## src/rtl/fir_feeder_pkg.sv

```systemverilog
// Shared types and constants for the FIR sample feeder.
// Optional overflow counter width is used when FIR_FEEDER_OVF_CNT_EN is defined.
package fir_feeder_pkg;

  typedef enum logic [1:0] {
    IDLE,
    ISSUE,
    WAIT,
    HOLD
  } state_t;

  localparam int OVF_CNT_W = 16;

endpackage

```

## src/rtl/sample_fifo.sv

```systemverilog
// Circular sample buffer for the FIR feeder.
// Storage, wrapping pointers and occupancy count.
module sample_fifo
  import fir_feeder_pkg::*;
#(
  parameter int DEPTH    = 8,
  parameter int WIDTH_IN = 16
) (
  input  logic                clk,
  input  logic                rst,
  input  logic                push,
  input  logic [WIDTH_IN-1:0] din,
  input  logic                pop,
  output logic [WIDTH_IN-1:0] head,
  output logic                full,
  output logic                empty
);

  localparam int AW = (DEPTH > 1) ? $clog2(DEPTH) : 1;

  logic [WIDTH_IN-1:0] mem [DEPTH];
  logic [AW-1:0]       wptr;
  logic [AW-1:0]       rptr;
  logic [AW:0]         count;

  always_ff @(posedge clk) begin
    if (push) mem[wptr] <= din;
  end

  // DEPTH is a power of two, so the pointers wrap on natural overflow.
  always_ff @(posedge clk or negedge rst) begin
    if (!rst) begin
      wptr  <= '0;
      rptr  <= '0;
      count <= '0;
    end else begin
      if (push) wptr <= wptr + 1'b1;
      if (pop)  rptr <= rptr + 1'b1;
      unique case ({push, pop})
        2'b10:   count <= count + 1'b1;
        2'b01:   count <= count - 1'b1;
        default: count <= count;
      endcase
    end
  end

  assign head  = mem[rptr];
  assign full  = (count == (AW+1)'(DEPTH));
  assign empty = (count == '0);

endmodule

```

## src/rtl/fir_sample_feeder.sv

```systemverilog
// Feeds buffered samples one at a time into a FIR core and holds each result.
// Define FIR_FEEDER_OVF_CNT_EN to add the saturating ovf_cnt output.
module fir_sample_feeder
  import fir_feeder_pkg::*;
#(
  parameter int DEPTH     = 8,
  parameter int WIDTH_IN  = 16,
  parameter int WIDTH_OUT = 38
) (
  input  logic                 clk,
  input  logic                 rst,
  input  logic                 s_valid,
  input  logic [WIDTH_IN-1:0]  s_data,
  output logic                 s_ready,
  output logic                 fir_valid,
  output logic [WIDTH_IN-1:0]  fir_data,
  input  logic                 fir_ready,
  input  logic                 fir_done,
  input  logic [WIDTH_OUT-1:0] fir_result,
  output logic                 m_valid,
  output logic [WIDTH_OUT-1:0] m_data,
  input  logic                 m_ready,
  output logic                 busy
`ifdef FIR_FEEDER_OVF_CNT_EN
  ,
  output logic [OVF_CNT_W-1:0] ovf_cnt
`endif
);

  state_t state;
  state_t next;
  logic   push;
  logic   pop;
  logic   full;
  logic   empty;
  logic   primed;

  assign s_ready = !full;
  assign push    = s_valid && s_ready;
  assign pop     = (state == ISSUE) && fir_ready;

  sample_fifo #(
    .DEPTH    (DEPTH),
    .WIDTH_IN (WIDTH_IN)
  ) u_fifo (
    .clk   (clk),
    .rst   (rst),
    .push  (push),
    .din   (s_data),
    .pop   (pop),
    .head  (fir_data),
    .full  (full),
    .empty (empty)
  );

  // primed lags !empty by one edge so a fresh sample settles before ISSUE.
  always_ff @(posedge clk or negedge rst) begin
    if (!rst) begin
      state  <= IDLE;
      primed <= 1'b0;
      m_data <= '0;
    end else begin
      state  <= next;
      primed <= !empty;
      if (state == WAIT && fir_done) m_data <= fir_result;
    end
  end

  always_comb begin
    next = state;
    unique case (state)
      IDLE:  if (primed)    next = ISSUE;
      ISSUE: if (fir_ready) next = WAIT;
      WAIT:  if (fir_done)  next = HOLD;
      HOLD:  if (m_ready)   next = IDLE;
      default: next = IDLE;
    endcase
  end

  assign fir_valid = (state == ISSUE);
  assign m_valid   = (state == HOLD);
  assign busy      = (state != IDLE);

`ifdef FIR_FEEDER_OVF_CNT_EN
  always_ff @(posedge clk or negedge rst) begin
    if (!rst) begin
      ovf_cnt <= '0;
    end else if (s_valid && !s_ready && ovf_cnt != '1) begin
      ovf_cnt <= ovf_cnt + 1'b1;
    end
  end
`endif

endmodule

```

## config.mk

```make
export PLATFORM = sky130hd
export DESIGN_NAME = fir_sample_feeder
export DESIGN_NICKNAME = d
export VERILOG_FILES = /design/src/rtl/fir_feeder_pkg.sv /design/src/rtl/sample_fifo.sv /design/src/rtl/fir_sample_feeder.sv
export SDC_FILE = /design/constraint.sdc
export NUM_CORES = 1
export LEC_CHECK = 0
export ABC_AREA = 0
export CORE_MARGIN = 10
export CORE_UTILIZATION = 24
export DETAILED_ROUTE_END_ITERATION = 10
export PLACE_DENSITY = 0.43
export SETUP_SLACK_MARGIN = 0.1
export SLEW_MARGIN = 0
export SYNTH_ARGS = -nofsm -noshare
export SYNTH_HDL_FRONTEND = slang
export SYNTH_HIERARCHICAL = 1
export SYNTH_SLANG_ARGS = --single-unit
export TNS_END_PERCENT = 20
```

## constraint.sdc

```tcl
create_clock -name clk -period 2.44 [get_ports clk]
set_input_delay 0.61 -clock clk [delete_from_list [all_inputs] [get_ports clk]]
set_output_delay 0.61 -clock clk [all_outputs]
set_load 0.01 [all_outputs]
```

Word-level counts from Yosys, hierarchy flattened
Memory sizes are Yosys's and may differ from the RTL's.
Cells that the tools add are included.
{"block": "word_totals", "memories": 1, "latch_bits": 0, "romBits": 0, "out_inout_bits": 58, "ramBits": 128, "reg_bits": 51}
{"memory": "u_fifo.mem", "depth": 8, "word_bits": 16, "rd": 1, "rd_ports_with_merged_regs": 0, "write_ports": 1, "line_no": "sample_fifo.sv:21", "text": "logic [WIDTH_IN-1:0] mem [DEPTH];"}
{"block": "op_classes", "n_addsub": 4, "shift": 0, "div": 0, "bitwise_logic": 0, "n_reduce_logical": 10, "mul": 0, "eq_ne": 10, "n_lt_le_gt_ge": 0, "muxes": 8}
{"op": "two-way mux 2 bit", "count": 4}
{"op": "one-hot mux 2 bit (4 select lines)", "count": 1}
{"op": "one-hot mux 4 bit (2 select lines)", "count": 1}
{"op": "adder 3 x 1 -> 3 bit, second input constant", "count": 2}
{"op": "equality test 2 bit, second input constant", "count": 3}
{"op": "adder 4 x 1 -> 4 bit, second input constant", "count": 1}
{"op": "equality test 2 x 1 -> 1 bit, second input constant", "count": 2}
{"op": "equality test 4 bit, second input constant", "count": 1}
{"op": "logical NOT 4 bit", "count": 1}
{"op": "!= test 2 x 1 -> 1 bit, second input constant", "count": 2}
{"op": "!= test 2 bit, second input constant", "count": 2}
{"op": "AND reduction 4 bit", "count": 1}
{"op": "nonzero test 2 bit", "count": 2}
{"op": "subtractor 4 x 1 -> 4 bit, second input constant", "count": 1}
{"op": "logical AND 1 bit", "count": 3}
{"op": "logical NOT 1 bit", "count": 2}
{"op": "logical NOT 2 bit", "count": 1}
{"op": "two-way mux 1 bit", "count": 2}

Depth between registers and ports, before layout
{"block": "depth", "word_depth": 5, "mapped_depth": 10, "depth_no_buf": 10}

Cells and area by module
The synthesis kept the hierarchy.
{"module": "sample_fifo", "seq_area_each_um2": 4093.9, "cells_per_inst": 240, "instances": 1, "area_per_inst_um2": 5475.3}
{"module": "fir_sample_feeder", "seq_area_each_um2": 1026.0, "cells_per_inst": 102, "instances": 1, "area_per_inst_um2": 1707.9}

Worst setup path before layout
No wires, ideal clock.
{"block": "synth_path", "path_kind": "input -> register", "start": "input s_valid", "end": "memory u_fifo.mem[2][0] (enable)", "path_buffers": 0, "setup_slack_ps": -203, "arrival_ps": 2233, "setup_ps": 409, "cell_stages": 3, "cell_sequence": "nor2b_1 -> nand2_1 -> nor3_1"}
{"block": "synth_between", "elab_chain_len": 3}
{"item": "from (decl)", "line_no": "fir_sample_feeder.sv:12", "text": "input logic s_valid,"}
{"item": "logical AND 1 bit", "line_no": "fir_sample_feeder.sv:39", "text": "assign push = s_valid && s_ready;"}
{"item": "two-way mux 1 bit", "line_no": "sample_fifo.sv:27", "text": "if (push) mem[wptr] <= din;"}
{"item": "two-way mux 1 bit (implied by the code)", "line_no": "sample_fifo.sv:27"}
{"item": "to (decl)", "line_no": "sample_fifo.sv:21"}
No other way between the ends.

Worst setup path after layout
{"block": "layout_path", "start": "register u_fifo.rptr[0]", "end": "output fir_data[0]"}
{"block": "layout_between", "elab_chain_len": 1}
{"item": "from (decl)", "line_no": "sample_fifo.sv:23", "text": "logic [AW-1:0] rptr;"}
{"item": "from (signal assigned)", "line_no": "sample_fifo.sv:38", "text": "if (pop) rptr <= rptr + 1'b1;"}
{"item": "memory (8 x 16 bit)"}
{"item": "to (decl)", "line_no": "fir_sample_feeder.sv:16", "text": "output logic [WIDTH_IN-1:0] fir_data,"}
No other way between the ends.

==> impl_metrics.toml <==
[outcome]
status = "finished with violations"
violations = "setup timing"

[min_path]
hold_class = "in2async"

[sta]
worstMarginPinSlew_ns = 0.509
finalSetupViolCount = 16
setup_ws_ns = -0.300
hold_violations = 0
fmax_mhz = 365
max-slew-margin-rel = 0.661
rsz0062_at_grt = "yes"
maxSlewViolCount = 0
period_needed_ns = 2.74
fin_crit_sh = 1.12
finClkSkew_ns = 0.0104

[route]
first_pass_iters = 4
antenna_left = 0
via_per_inst = 4.12
routed_wl_microns = 17400
drc_errors = 0
initialDrtViolationCount = 136
wire_per_inst_microns = 19.1
vias = 3754

[critical_path]
critical_path_class = "reg2out"
crit_path_end_kind = "primary output"
arrival_ns = 2.13
start_kind = "flop"
required_ns = 1.83
critPathMaxFanout = 6

[placement]
place_ws_ns = -0.232
dp_hpwl_microns = 11200
io_buffers = 117
routabilityCongestion = 0.706

[layout]
post-route-util = 0.337
area_growth_pct = 38.6
layout-drive-gt1-share = 0.347
final_net_count = 577
mostFrequentLayoutCell = "edfxtp_1"
final_cell_mix = "edfxtp_1, clkdlybuf4s50_1, dfrtp_1"

[floorplan]
start_util = 0.243
core_area_sq_um = 29600
pin_count = 118
fp-row-count = 63
dieWidth_microns = 193
die_y_microns = 193
die_area_sq_um = 37200

[cts]
hold_buffers = 0
h-tree-depth = 4
cts_sinks = 179
root_buffer = "clkbuf_16"
cts_tree = "yes"
clk_pin_slew_ns = 0.07
clk_path_buf_depth = 2
numCtsBuffers = 17
clock_latency_ns = 0.42

[yosys]
ys_types = 28
yosys_warnings = 6
syn_nets = 411
synth_seq_area_share = 0.713
ys_seq_elements = 179
avgSynthCellArea_sq_um = 21.0
synthCells = 342
syn_area_sq_um = 7180

[global_route]
grt_pass1_wl_microns = 26800
gr-usage-all-layers = 0.0970
gr-total-overflow = 0
first_global_vias = 4329
antenna_found_initial = 0
grt_start_max_net_pins = 39

[power_and_ir_drop]
power_uw = 12400
power_density_nw_per_um2 = 1240
p_leak_uw = 0.00370
ir_drop_mv = 0.442

[flow_run]
maxCapViolCount = 0
[through the flow]
step | cells | instance area [sq um] | setup TNS [ns] | hold slack, ns
final | 912 | 9960 | -3.91 | 0.145
after global routing | 911 | 9950 | -4.89 | 0.158
after CTS | 911 | 9930 | -4.35 | 0.140
after detailed placement | 868 | 9110 | -7.78 | 0.479
after global placement | 868 | 9110 | -6.33 | 0.480
after floorplan | 342 | 7190 | -3.13 | 0.314
[flip-flops by register name, summed over array words and instances (netlist names)]
register      cells
u_fifo/rptr       3
m_data           38
u_fifo/count      4
state             2
primed            1
u_fifo/wptr       3
u_fifo/mem      128
[final cells by class]
class | count | area (sq um)
Antenna cell | 1 | 2.50
Clock buffer | 18 | 429
Clock inverter | 14 | 174
Fill cell | 2839 | 19600
Inverter | 6 | 22.5
Multi-Input combinational cell | 143 | 1950
Sequential cell | 179 | 5120
Tap cell | 390 | 488
Timing Repair Buffer | 161 | 1770
[per-layer routing]
metal,track usage,vias to the layer above,routed length (microns)
li1,-,1680,-
met3,0.0468,9,1840
met4,0.0320,0,175
met1,0.116,1930,7360
met2,0.151,135,8030
met5,0,-,0
[power breakdown]
group / leakage [uW] / switching, uW / internal, uW / total (uW)
sequential: 0.00176 / 405 / 4040 / 4450
clock: 0.000288 / 1260 / 1550 / 2810
combinational: 0.00165 / 2010 / 3130 / 5140
total: 0.00370 / 3670 / 8720 / 12400
[worst paths after layout]
| check | slack (ns) | depth (start not counted) | endpoint | start |
|---|---|---|---|---|
| max | -0.30 | 6 | fir_data[0] | u_fifo/rptr[0]$_DFFE_PN0P_ |
| min | 0.14 | 1 | m_data[37]$_DFFE_PN0P_ | rst |
| max reg2reg | 0.39 | 10 | u_fifo/count[2]$_DFFE_PN0P_ | state[1]$_DFFE_PN0P_ |
| min reg2reg | 0.50 | 1 | u_fifo/count[3]$_DFFE_PN0P_ | u_fifo/count[3]$_DFFE_PN0P_ |
| max in group asynchronous | 1.71 | 2 | u_fifo/wptr[2]$_DFFE_PN0P_ | rst |
| min in group clk | 0.50 | 1 | u_fifo/count[3]$_DFFE_PN0P_ | u_fifo/count[3]$_DFFE_PN0P_ |
[critical path, stage by stage, from the launching register on]
cell and delay, ns:
dfrtp_2 0.41, buf_8 0.16, buf_12 0.11, buf_16 0.12, mux4_2 0.51, mux2_4 0.28, buf_6 0.12
[cells by family (layout without fill, tap and decap cells)]
logic type | Yosys count | after routing | synth area share
multiplexers | 91 | 91 | 0.216
AND/OR/NAND/NOR | 29 | 29 | 0.0207
adder cells (fa/ha/maj) | 9 | 9 | 0.0157
other | 0 | 1 | 0
flip-flops | 179 | 179 | 0.713
buffers and inverters | 20 | 199 | 0.0186
AO/OA/AOI/OAI | 5 | 5 | 0.00505
XOR/XNOR | 9 | 9 | 0.0110
[synthesized netlist by cell type, drive strengths merged]
library cell  count  share of area
edfxtp          128           0.54
mux2             58           0.10
dfrtp            51           0.18
mux4             32           0.11
buf              12          0.014
ha                9          0.016
nor2              8         0.0042
inv               6         0.0031
nand2b            6         0.0052
xor2              6         0.0073
nand2             5         0.0026
nor2b             4         0.0035
xnor2             3         0.0037
a21oi             2         0.0014
clkbuf            2         0.0010
nor3              2         0.0014
a31oi             1        0.00087
and2              1        0.00087
mux2i             1         0.0014
nor4              1        0.00087
nor4b             1         0.0012
o2111a            1         0.0016
o32ai             1         0.0012
or3               1        0.00087
[what timing repair did]
action / 4_1_cts / 5_1_grt
resized for setup: 125 / 8
setup buffers: 8 / 0
cloned: 3 / 0
pin swaps: 0 / 0
endpoints found under the setup margin: 18 / 20
Note: power is estimated with default switching activity, not from simulation.
